==> config.mk <==
export PLATFORM = sky130hd
export DESIGN_NAME = keypad_scanner_flat
export DESIGN_NICKNAME = d
export VERILOG_FILES = /design/src/rtl/keypad_pkg.sv /design/src/rtl/keypad_scanner_if.sv /design/src/rtl/keypad_debounce.sv /design/src/rtl/keypad_scanner.sv /design/src/flat_wrapper.sv
export SDC_FILE = /design/constraint.sdc
export NUM_CORES = 1
export LEC_CHECK = 0
export ABC_AREA = 1
export CAP_MARGIN = 20
export CORE_UTILIZATION = 33
export DETAILED_ROUTE_END_ITERATION = 7
export PLACE_DENSITY_LB_ADDON = 0.2
export SYNTH_ARGS = -nofsm -noshare
export SYNTH_HDL_FRONTEND = slang
export SYNTH_SLANG_ARGS = --single-unit
==> constraint.sdc <==
create_clock -name clk -period 7.7 [get_ports clk]
set_clock_uncertainty 0.1 [all_clocks]
set_input_delay 0.77 -clock clk [delete_from_list [all_inputs] [get_ports clk]]
set_output_delay 0.77 -clock clk [all_outputs]
set_load 0.01 [all_outputs]
==> src/rtl/keypad_pkg.sv <==
// Shared types and constants for the 4x4 keypad scanner: FSM states,
// frame-result encoding and the row/column -> key-code layout.
package keypad_pkg;

    typedef enum logic [1:0] {
        IDLE,
        PRESS_CHK,
        HELD,
        RELEASE_CHK
    } kp_state_t;

    typedef enum logic [1:0] {
        RES_NONE,
        RES_SINGLE,
        RES_MULTI
    } frame_kind_t;

    // One frame's verdict; code is meaningful only for RES_SINGLE.
    typedef struct packed {
        frame_kind_t kind;
        logic [3:0]  code;
    } frame_t;

    localparam logic [3:0] KEY_CLEAR = 4'hA;
    localparam int         BIN_MAX   = 255;

    function automatic logic [3:0] layout_code(input logic [1:0] row, input logic [1:0] col);
        logic [3:0] code;
        case ({row, col})
            4'h0: code = 4'h1;
            4'h1: code = 4'h2;
            4'h2: code = 4'h3;
            4'h3: code = 4'hA;
            4'h4: code = 4'h4;
            4'h5: code = 4'h5;
            4'h6: code = 4'h6;
            4'h7: code = 4'hB;
            4'h8: code = 4'h7;
            4'h9: code = 4'h8;
            4'hA: code = 4'h9;
            4'hB: code = 4'hC;
            4'hC: code = 4'hE;
            4'hD: code = 4'h0;
            4'hE: code = 4'hF;
            default: code = 4'hD;
        endcase
        return code;
    endfunction

    function automatic logic [2:0] popcnt4(input logic [3:0] v);
        return 3'(v[0]) + 3'(v[1]) + 3'(v[2]) + 3'(v[3]);
    endfunction

endpackage

==> src/rtl/keypad_scanner_if.sv <==
// Keypad-side and key-event signals of the scanner, bundled for port lists.
interface keypad_scanner_if;
    logic [3:0] key_row;
    logic [3:0] key_col;
    logic [3:0] key_code;
    logic       key_valid;
    logic       key_held;
    logic [7:0] bin;

    modport master (
        output key_row,
        input  key_col, key_code, key_valid, key_held, bin
    );

    modport slave (
        input  key_row,
        output key_col, key_code, key_valid, key_held, bin
    );
endinterface

==> src/rtl/keypad_debounce.sv <==
// Frame-level debounce: needs DEBOUNCE_FRAMES matching frame results to
// accept a press or a release. Acts only on frame_end strobes.
module keypad_debounce
    import keypad_pkg::*;
#(
    parameter int DEBOUNCE_FRAMES = 4
) (
    input  logic       clk,
    input  logic       rst,
    input  logic       frame_end,
    input  frame_t     frame,
    output logic       take,
    output logic [3:0] take_code,
    output logic       key_valid,
    output logic [3:0] key_code,
    output logic       key_held
);

    localparam int             CW       = $clog2(DEBOUNCE_FRAMES + 1);
    localparam logic [CW-1:0]  CNT_DONE = CW'(DEBOUNCE_FRAMES);
    localparam logic [CW-1:0]  CNT_ONE  = CW'(1);

    kp_state_t     state, state_n;
    logic [CW-1:0] cnt, cnt_n;
    logic [3:0]    cand, cand_n;
    logic [CW-1:0] cnt_inc;

    assign cnt_inc   = cnt + CNT_ONE;
    // In PRESS_CHK an accept implies frame.code == cand, so the frame code
    // is always the code being accepted.
    assign take_code = frame.code;

    always_ff @(posedge clk or posedge rst) begin
        if (rst) begin
            state     <= IDLE;
            cnt       <= '0;
            cand      <= '0;
            key_valid <= 1'b0;
            key_code  <= '0;
            key_held  <= 1'b0;
        end else begin
            state     <= state_n;
            cnt       <= cnt_n;
            cand      <= cand_n;
            key_valid <= take;
            if (take) key_code <= take_code;
            key_held  <= (state_n == HELD) || (state_n == RELEASE_CHK);
        end
    end

    always_comb begin
        state_n = state;
        cnt_n   = cnt;
        cand_n  = cand;
        take    = 1'b0;
        if (frame_end) begin
            case (state)
                IDLE: begin
                    if (frame.kind == RES_SINGLE) begin
                        cand_n = frame.code;
                        if (CNT_ONE == CNT_DONE) begin
                            state_n = HELD;
                            cnt_n   = '0;
                            take    = 1'b1;
                        end else begin
                            state_n = PRESS_CHK;
                            cnt_n   = CNT_ONE;
                        end
                    end
                end
                PRESS_CHK: begin
                    if (frame.kind == RES_SINGLE && frame.code == cand) begin
                        if (cnt_inc == CNT_DONE) begin
                            state_n = HELD;
                            cnt_n   = '0;
                            take    = 1'b1;
                        end else begin
                            cnt_n = cnt_inc;
                        end
                    end else begin
                        state_n = IDLE;
                        cnt_n   = '0;
                    end
                end
                HELD: begin
                    if (frame.kind == RES_NONE) begin
                        if (CNT_ONE == CNT_DONE) begin
                            state_n = IDLE;
                            cnt_n   = '0;
                        end else begin
                            state_n = RELEASE_CHK;
                            cnt_n   = CNT_ONE;
                        end
                    end
                end
                RELEASE_CHK: begin
                    if (frame.kind == RES_NONE) begin
                        if (cnt_inc == CNT_DONE) begin
                            state_n = IDLE;
                            cnt_n   = '0;
                        end else begin
                            cnt_n = cnt_inc;
                        end
                    end else begin
                        state_n = HELD;
                        cnt_n   = '0;
                    end
                end
                default: begin
                    state_n = IDLE;
                    cnt_n   = '0;
                end
            endcase
        end
    end

endmodule

==> src/rtl/keypad_scanner.sv <==
// 4x4 matrix keypad scanner: walks an active-low column strobe, classifies
// each 4-slot frame, debounces, and accumulates decimal entry into bin.
module keypad_scanner
    import keypad_pkg::*;
#(
    parameter int SCAN_DIV        = 50000,
    parameter int DEBOUNCE_FRAMES = 4
) (
    input  logic              clk,
    input  logic              rst,
    keypad_scanner_if.slave   kif
);

    localparam int             SW        = $clog2(SCAN_DIV);
    localparam logic [SW-1:0]  SLOT_LAST = SW'(SCAN_DIV - 1);
    localparam logic [11:0]    BIN_LIMIT = 12'(BIN_MAX);

    logic [3:0]    row_s1, row_s2;
    logic [SW-1:0] slot_cnt;
    logic [1:0]    col_idx;
    logic [1:0]    hit_cnt;
    logic [3:0]    hit_code;
    logic [7:0]    bin_q;

    logic          slot_end, frame_end;
    logic [3:0]    row_hit;
    logic [2:0]    n_hits, tot;
    logic [1:0]    first_row;
    logic [3:0]    slot_code;
    frame_t        frame;
    logic          take;
    logic [3:0]    take_code;
    logic [11:0]   bin_calc;

    assign kif.key_col = ~(4'b0001 << col_idx);
    assign kif.bin     = bin_q;

    always_ff @(posedge clk or posedge rst) begin
        if (rst) begin
            row_s1 <= 4'hF;
            row_s2 <= 4'hF;
        end else begin
            row_s1 <= kif.key_row;
            row_s2 <= row_s1;
        end
    end

    assign slot_end  = (slot_cnt == SLOT_LAST);
    assign frame_end = slot_end && (col_idx == 2'd3);
    assign row_hit   = ~row_s2;
    assign n_hits    = popcnt4(row_hit);
    assign tot       = 3'(hit_cnt) + n_hits;

    // Lowest pressed row wins; only relevant when this slot is the sole hit.
    always_comb begin
        first_row = '0;
        for (int r = 3; r >= 0; r--)
            if (row_hit[r]) first_row = 2'(r);
    end

    assign slot_code = layout_code(first_row, col_idx);

    always_comb begin
        frame.code = (hit_cnt != 2'd0) ? hit_code : slot_code;
        if (tot == 3'd0)      frame.kind = RES_NONE;
        else if (tot == 3'd1) frame.kind = RES_SINGLE;
        else                  frame.kind = RES_MULTI;
    end

    always_ff @(posedge clk or posedge rst) begin
        if (rst) begin
            slot_cnt <= '0;
            col_idx  <= '0;
            hit_cnt  <= '0;
            hit_code <= '0;
        end else if (slot_end) begin
            slot_cnt <= '0;
            col_idx  <= col_idx + 2'd1;
            if (frame_end) begin
                hit_cnt <= '0;
            end else begin
                // Saturate at 2: anything above one hit is just MULTI.
                hit_cnt <= (tot > 3'd2) ? 2'd2 : tot[1:0];
                if (hit_cnt == 2'd0 && n_hits != 3'd0) hit_code <= slot_code;
            end
        end else begin
            slot_cnt <= slot_cnt + 1'b1;
        end
    end

    keypad_debounce #(
        .DEBOUNCE_FRAMES(DEBOUNCE_FRAMES)
    ) u_debounce (
        .clk       (clk),
        .rst       (rst),
        .frame_end (frame_end),
        .frame     (frame),
        .take      (take),
        .take_code (take_code),
        .key_valid (kif.key_valid),
        .key_code  (kif.key_code),
        .key_held  (kif.key_held)
    );

    assign bin_calc = {4'b0, bin_q} * 12'd10 + {8'b0, take_code};

    // bin updates on the accept edge so it is already new while key_valid is high.
    always_ff @(posedge clk or posedge rst) begin
        if (rst) begin
            bin_q <= '0;
        end else if (take) begin
            if (take_code == KEY_CLEAR)
                bin_q <= '0;
            else if (take_code <= 4'd9 && bin_calc <= BIN_LIMIT)
                bin_q <= bin_calc[7:0];
        end
    end

endmodule

==> src/flat_wrapper.sv <==
// flat-port wrapper written by rule: the top's interface ports become plain ports
module keypad_scanner_flat import keypad_pkg::*;
#(
    parameter int SCAN_DIV        = 50000,
    parameter int DEBOUNCE_FRAMES = 4
)
  (clk, rst, kif_key_row, kif_key_col, kif_key_code, kif_key_valid, kif_key_held, kif_bin);
  keypad_scanner_if kif_i ();
  input  logic clk;
  input  logic rst;
  input wire logic [$bits(kif_i.key_row)-1:0] kif_key_row;
  output wire logic [$bits(kif_i.key_col)-1:0] kif_key_col;
  output wire logic [$bits(kif_i.key_code)-1:0] kif_key_code;
  output wire logic [$bits(kif_i.key_valid)-1:0] kif_key_valid;
  output wire logic [$bits(kif_i.key_held)-1:0] kif_key_held;
  output wire logic [$bits(kif_i.bin)-1:0] kif_bin;
  assign kif_i.key_row = kif_key_row;
  assign kif_key_col = kif_i.key_col;
  assign kif_key_code = kif_i.key_code;
  assign kif_key_valid = kif_i.key_valid;
  assign kif_key_held = kif_i.key_held;
  assign kif_bin = kif_i.bin;
  keypad_scanner #(.SCAN_DIV(SCAN_DIV), .DEBOUNCE_FRAMES(DEBOUNCE_FRAMES)) u_core (.clk(clk), .rst(rst), .kif(kif_i));
endmodule
== Yosys cells after proc, flatten, opt, wreduce, memory -nomap -nowiden ==
Memories as Yosys holds them, arrays and structs flattened.
Index checks and enable logic that the tools add are counted.
Storage, ports and cells
  bits in latches: 0
  bits of input ports: 6
  bits in read-only memories: 64
  output and inout bits: 18
  memories: 1
  bits in registers: 55
  memory bits (writable): 0
  logic and storage cells: 90
Cells by class
  div/mod/pow operators: 0
  mux-type cells: 30
  equality and inequality tests: 14
  reductions and logical operators: 16
  multiply operators: 1
  order comparisons: 3
  bitwise operators: 3
  shifts and indexed selects: 1
  add/sub/neg operators: 8
Memory list
  (no name shown): words 16, bits a word 4, read ports 1, clocked after memory_dff 0, write ports 0, RTL line keypad_pkg.sv:29  | case ({row, col})
Operators by type and width (count)
  2-bit two-way mux: 15
  16-bit by 1-bit adder with 16-bit output, second input constant: 1
  16-bit equality test, second input constant: 1
  16-bit two-way mux: 1
  8-bit two-way mux: 2
  3-bit two-way mux: 5
  12-bit by 4-bit adder with 12-bit output: 1
  12-bit by 8-bit <= comparator with 1-bit output, second input constant: 1
  3-bit one-hot mux with 4 select lines: 1
  8-bit by 3-bit multiplier with 11-bit output, second input constant: 1
  2-bit equality test, second input constant: 5
  3-bit AND reduction: 3
  4-bit inverter: 2
  2-bit one-hot mux with 4 select lines: 1
  3-bit by 1-bit adder with 3-bit output: 2
  2-bit logical NOT: 3
  2-bit by 1-bit equality test with 1-bit output, second input constant: 2
  4-bit equality test: 1
  4-bit equality test, second input constant: 1
  4-bit <= comparator, second input constant: 1
  1-bit logical AND: 4
  1-bit two-way mux: 4
  4-bit two-way mux: 1
  2-bit != test, second input constant: 2
  14 further kinds: 15

== Logic depth before layout (Yosys ltp) ==
  depth after elaboration: 15
  gate-level depth with buffers: 25
  mapped depth without buffers: 25

== Cells and area by module ==
A second synthesis with hierarchy kept.
Second synthesis, totals
  cell total of the unflattened synthesis: 465
  area, all modules: 3648.5 sq um
Modules (own cells, without submodules)
  keypad_scanner: cells each 347, instances 1, seq. area each 1011.0 sq um, area each 2781.4 sq um
  keypad_debounce: cells each 118, instances 1, seq. area each 375.4 sq um, area each 867.1 sq um

== Worst setup path before layout ==
OpenSTA, ideal clock, no wires.
  kind: register -> register
  start: register u_core.row_s2[0]
  end: register u_core.bin_q[1], in the netlist u_core.kif.bin[1]
  setup time: 0.118 ns
  data arrival time: 3.331 ns
  data required time: 7.482 ns
  stages on the path, launching flop included: 20
  setup slack: 4.151 ns
  period minus slack after synthesis: 3.549 ns
  cells stage by stage: dfstp_2 -> buf_6 -> inv_2 -> ha_1 -> fa_1 -> ha_1 -> fa_1 -> xnor2_1 -> inv_1 -> nor2_1 -> inv_1 -> nor2_1 -> nand2_1 -> nor2_1 -> nand2_1 -> nor2_1 -> nand4_2 -> buf_6 -> nand2_1 -> o21ai_2
Between the ends
  word-level cells in the longest chain between the ends: 14
RTL lines
  start, declared: RTL line keypad_scanner.sv:18  | logic [3:0] row_s1, row_s2;
  start signal, assigned: RTL line keypad_scanner.sv:44  | row_s2 <= row_s1;
  4-bit inverter (*): RTL line keypad_scanner.sv:50  | assign row_hit = ~row_s2;
  1-bit by 1-bit adder with 2-bit output: RTL line keypad_pkg.sv:51  | return 3'(v[0]) + 3'(v[1]) + 3'(v[2]) + 3'(v[3]);
  3-bit by 1-bit adder with 3-bit output (2 in series): RTL line keypad_pkg.sv:51
  2-bit by 3-bit adder with 3-bit output: RTL line keypad_scanner.sv:52  | assign tot = 3'(hit_cnt) + n_hits;
  3-bit by 1-bit equality test with 1-bit output: RTL line keypad_scanner.sv:66  | else if (tot == 3'd1) frame.kind = RES_SINGLE;
  2-bit two-way mux: RTL line keypad_scanner.sv:66
  2-bit two-way mux: RTL line keypad_scanner.sv:65  | if (tot == 3'd0) frame.kind = RES_NONE;
  2-bit by 1-bit equality test with 1-bit output: RTL line keypad_debounce.sv:72  | if (frame.kind == RES_SINGLE && frame.code == cand) begin
  1-bit logical AND: RTL line keypad_debounce.sv:72
  1-bit two-way mux: RTL line keypad_debounce.sv:72
  1-bit two-way mux: RTL line keypad_debounce.sv:57  | case (state)
  1-bit two-way mux: RTL line keypad_debounce.sv:56  | if (frame_end) begin
  2-bit AND reduction (no line)
  end signal, assigned: RTL line keypad_scanner.sv:115  | bin_q <= bin_calc[7:0];
  end, declared: RTL line keypad_scanner.sv:23  | logic [7:0] bin_q;
Mark *: on every way between the ends. The rest lies on a longest branch, timed or not. The select of a mux whose other input is x is not followed.
A chain may end at the register's enable or synchronous reset.

== Worst setup path after layout ==
Ends and elaborated chain as after synthesis.

==> results summary <==
The run finished with clean final reports. Summing all flip-flop and latch instances after layout gives 1390 um2. The worst-margin pin slew came out at 0.757 ns.

The count of flip-flops with a built-in enable after synthesis is 0. The wire length of the first global-routing pass came out at 12.4 mm. The count of vias placed by the detailed router came out at 2,711.

The total routing resource utilization after global routing came out at 13.7%. The layout overhead on the synthesized area came out at 13.9%. The TritonCTS clock tree is done. The total iterations of the first detailed-routing run came out at 4. The worst setup path is launched from a flip-flop. The first-iteration detailed-routing DRC count is a little over 100. For this run, the post-layout net count is 490. The number of instances resized during post-cts repair is 0. The share of synthesized flip-flops with an asynchronous set or reset came out at 100%. The library cell used most frequently in the layout, excluding fill and tap cells, is nand2_1.

The number of warning messages in the yosys log is 0. The die outline height came out at 105 um. The synthesized instance count came out at 426. In the final layout, the multi-input gates occupy 1810 um2.

The post-synthesis register bit count is 55. The clock root buffer is clkbuf_8. Among all flip-flop cells after synthesis, the most frequent one is dfrtp_1. The maximum clock insertion buffer count came out at 2. The antenna diode count came out at 0.

The area of all placed cells without fillers is 4000 um2. Buffers placed on the I/O ports in this run total 23. The share of post-route cells with drive strength above 1 came out at 14.1%. The total of endpoints with negative setup slack in the final report is 0.

The minimum setup slack among reg-to-reg paths came out at 3.65 ns. The routed design has 6.67 mm of wire. The worst voltage drop across the vdd grid came out at 0.0846 mV. Derived from the worst setup path, the maximum achievable clock frequency is 247 MHz. The sink count of the clock tree came out at 55. The wire-length estimate of the detail-placed layout is 5.09 mm. The largest fanout on the critical path came out at 15. Summed over all cells, the static leakage comes to 2.07 nW. In this run the worst setup path terminates at u_core.kif.bin[1]$_DFFE_PP0P_. The minimum clock period after layout is 4.05 ns.

The setup path with the least slack is of type flip-flop to flip-flop. The biggest area contributor in the post-synthesis netlist is dfrtp_1. Sorting the synthesized cells by area gives the leading types as dfrtp_1, nand2_1, ha_1. The chip width came out at 105 um. The via density per instance came out at 4.59. The die outline area came out at 11,100 um2. Setup repair after global routing left no endpoint under its margin. The number of remaining DRC errors came out at 0. The worst register-to-register path ends at u_core.kif.bin[1]$_DFFE_PP0P_. STA classifies the critical path endpoint as a flip-flop.

The area inside the core boundary is 10,300 um2. The TritonCTS buffer count is 5. The total number of placement rows came out at 37. Of the post-synthesis cell area, the dominant cell type holds approximately a third. Yosys mapped the design onto 38 distinct sky130hd cell types. The total power is 539 uW. The initial standard-cell utilization of the core came out at 34.0%. The startpoint identified for the worst register-to-register timing path is u_core.row_s2[0]$_DFF_PP1_.

The share of the clock period used by the worst path after layout is between 50% and 60%. The post-synth design cell area came out at roughly 3500 um2. The post-synthesis area per instance is 8.24 um2. The count of nets left with antenna violations once routing finished came out at 0. The placer congestion estimate came out at 0.792.

The number of levels in the clock H-tree is 2. The final sum of negative setup slack is 0 ns. The post-CTS setup buffer count is 0.

In the layout the commonest cells are nand2_1, inv_1, dfrtp_1. The via count of the first global-routing pass was 2,783. The clock transition at the registers of the reported paths is 0.10 ns. The count of endpoints failing hold in the final timing report is 0.

The area after detailed placement is approximately 3900 um2. The final number of max-transition violations came out at 0. The arrival time at the worst endpoint is around 4.2 ns.

The number of nets in the synthesized netlist came out at 463. The worst slew margin relative to its limit came out at 48.7%. Dividing total power by cell area gives a power density of 135 nW/um2. The average routed wire per standard cell is 11.3 um. The sequential cell area fraction in the yosys report came out at 39.5%. The total of fill cells in the finished design is 1,054.

The worst endpoint required time came out at between 7 and 8 ns. The global-route congestion overflow total came out at 0. The class of the most critical hold timing path is flip-flop to flip-flop. In this run the worst setup path begins at u_core.row_s2[0]$_DFF_PP1_. The number of cells on the worst reg-to-reg path came out at 17. The initial antenna violation count is 0.

The max capacitance violation total is 0. Entering global routing, the biggest net connects 56 pins. Clock latency on the worst-skew pair, taken at its later pin, is approximately 0.31 ns. The number of buffers inserted by hold repair at cts is 0. The boundary pin count is 24.
-- cells in the mapped netlist, types with 3 or more instances --
cell type,n
nand3_1,28
dfstp_2,8
o21ai_0,14
nor3_1,4
or2_2,7
nand2_1,99
ha_1,27
xnor2_1,3
inv_1,68
inv_2,5
nor2_1,33
nand3b_1,6
nand4_1,11
a21oi_1,10
nand3_2,5
dfrtp_1,47
nand2_2,8
buf_6,3
o21ai_2,10
xor2_1,3
nand2_4,4
fa_1,4
-- sequential cells by signal, summed over array words and instances (netlist names), 3 cells and up --
signal and count:
u_core.row_s2 4, u_core.kif.bin 8, u_core.u_debounce.cnt 3, u_core.u_debounce.cand 4, u_core.u_debounce.key_code 4, u_core.hit_code 4
u_core.row_s1 4, u_core.slot_cnt 16
-- cell families (layout without fill, tap and decap cells) --
group / after synthesis / in the layout / synth area share [%]
mux: 1 / 1 / 0.321
fa+ha+maj: 31 / 31 / 11.9
compound gates: 44 / 44 / 8.09
buf+inv: 77 / 105 / 8.87
flops: 55 / 55 / 39.5
simple gates: 212 / 212 / 29.9
xor+xnor: 6 / 6 / 1.50
-- per-layer routing --
| metal | GRT usage (%) | vias up | routed length (um) |
|---|---|---|---|
| li1 | - | 1418 | - |
| met1 | 17.1 | 1258 | 3230 |
| met2 | 24.2 | 27 | 3230 |
| met3 | 2.31 | 8 | 132 |
| met4 | 3.82 | 0 | 72 |
| met5 | 0 | - | 0 |
-- worst min-delay path by stage --
stage               depth (start not counted)                  startpoint  slack, ns                         end
global route                                0  u_core.row_s1[2]$_DFF_PP1_       0.27  u_core.row_s2[2]$_DFF_PP1_
detailed placement                          0  u_core.row_s1[3]$_DFF_PP1_       0.25  u_core.row_s2[3]$_DFF_PP1_
global placement                            0  u_core.row_s1[3]$_DFF_PP1_       0.25  u_core.row_s2[3]$_DFF_PP1_
finish                                      0  u_core.row_s1[3]$_DFF_PP1_       0.26  u_core.row_s2[3]$_DFF_PP1_
floorplan                                   0  u_core.row_s1[0]$_DFF_PP1_       0.25  u_core.row_s2[0]$_DFF_PP1_
CTS                                         0  u_core.row_s1[3]$_DFF_PP1_       0.26  u_core.row_s2[3]$_DFF_PP1_
-- through the flow --
stage | util (%) | cells | hold slack, ns | setup WS [ns]
after floorplan | - | 426 | 0.245 | 4.15
after global placement | 37.6 | 582 | 0.248 | 3.77
after detailed placement | 37.6 | 582 | 0.249 | 3.68
after CTS | 38.7 | 590 | 0.265 | 3.60
after global routing | 38.7 | 590 | 0.271 | 3.28
final | 38.7 | 590 | 0.262 | 3.65
-- critical path, cell delays in order (launching register included) --
cell and delay [ns]:
dfstp_2 0.63, inv_2 0.08, ha_1 0.32, fa_1 0.37, ha_1 0.32, fa_1 0.42
xnor2_1 0.16, inv_1 0.05, nor2_1 0.12, inv_1 0.07, nor2_1 0.28, nand2_1 0.09
nor2_1 0.11, nand2_1 0.06, nor2_1 0.11, nand4_2 0.37, nand2_1 0.20, o21ai_2 0.07
-- power breakdown --
| part | internal, mW | leakage, nW | total [mW] | switching [mW] |
|---|---|---|---|---|
| clock | 0.105 | 0.0612 | 0.203 | 0.0972 |
| sequential | 0.293 | 0.727 | 0.294 | 0.00181 |
| combinational | 0.0136 | 1.29 | 0.0421 | 0.0285 |
| total | 0.412 | 2.07 | 0.539 | 0.128 |
-- cell type report --
class	instances	share of cell area, %
clock inverter	2	0.876
clock buffer	6	2.06
multi-input combinational	294	45.4
tap	136	4.25
timing repair buffer	24	5.94
sequential	55	34.7
inverter	73	6.85
Note: power is estimated with default switching activity, not from simulation.
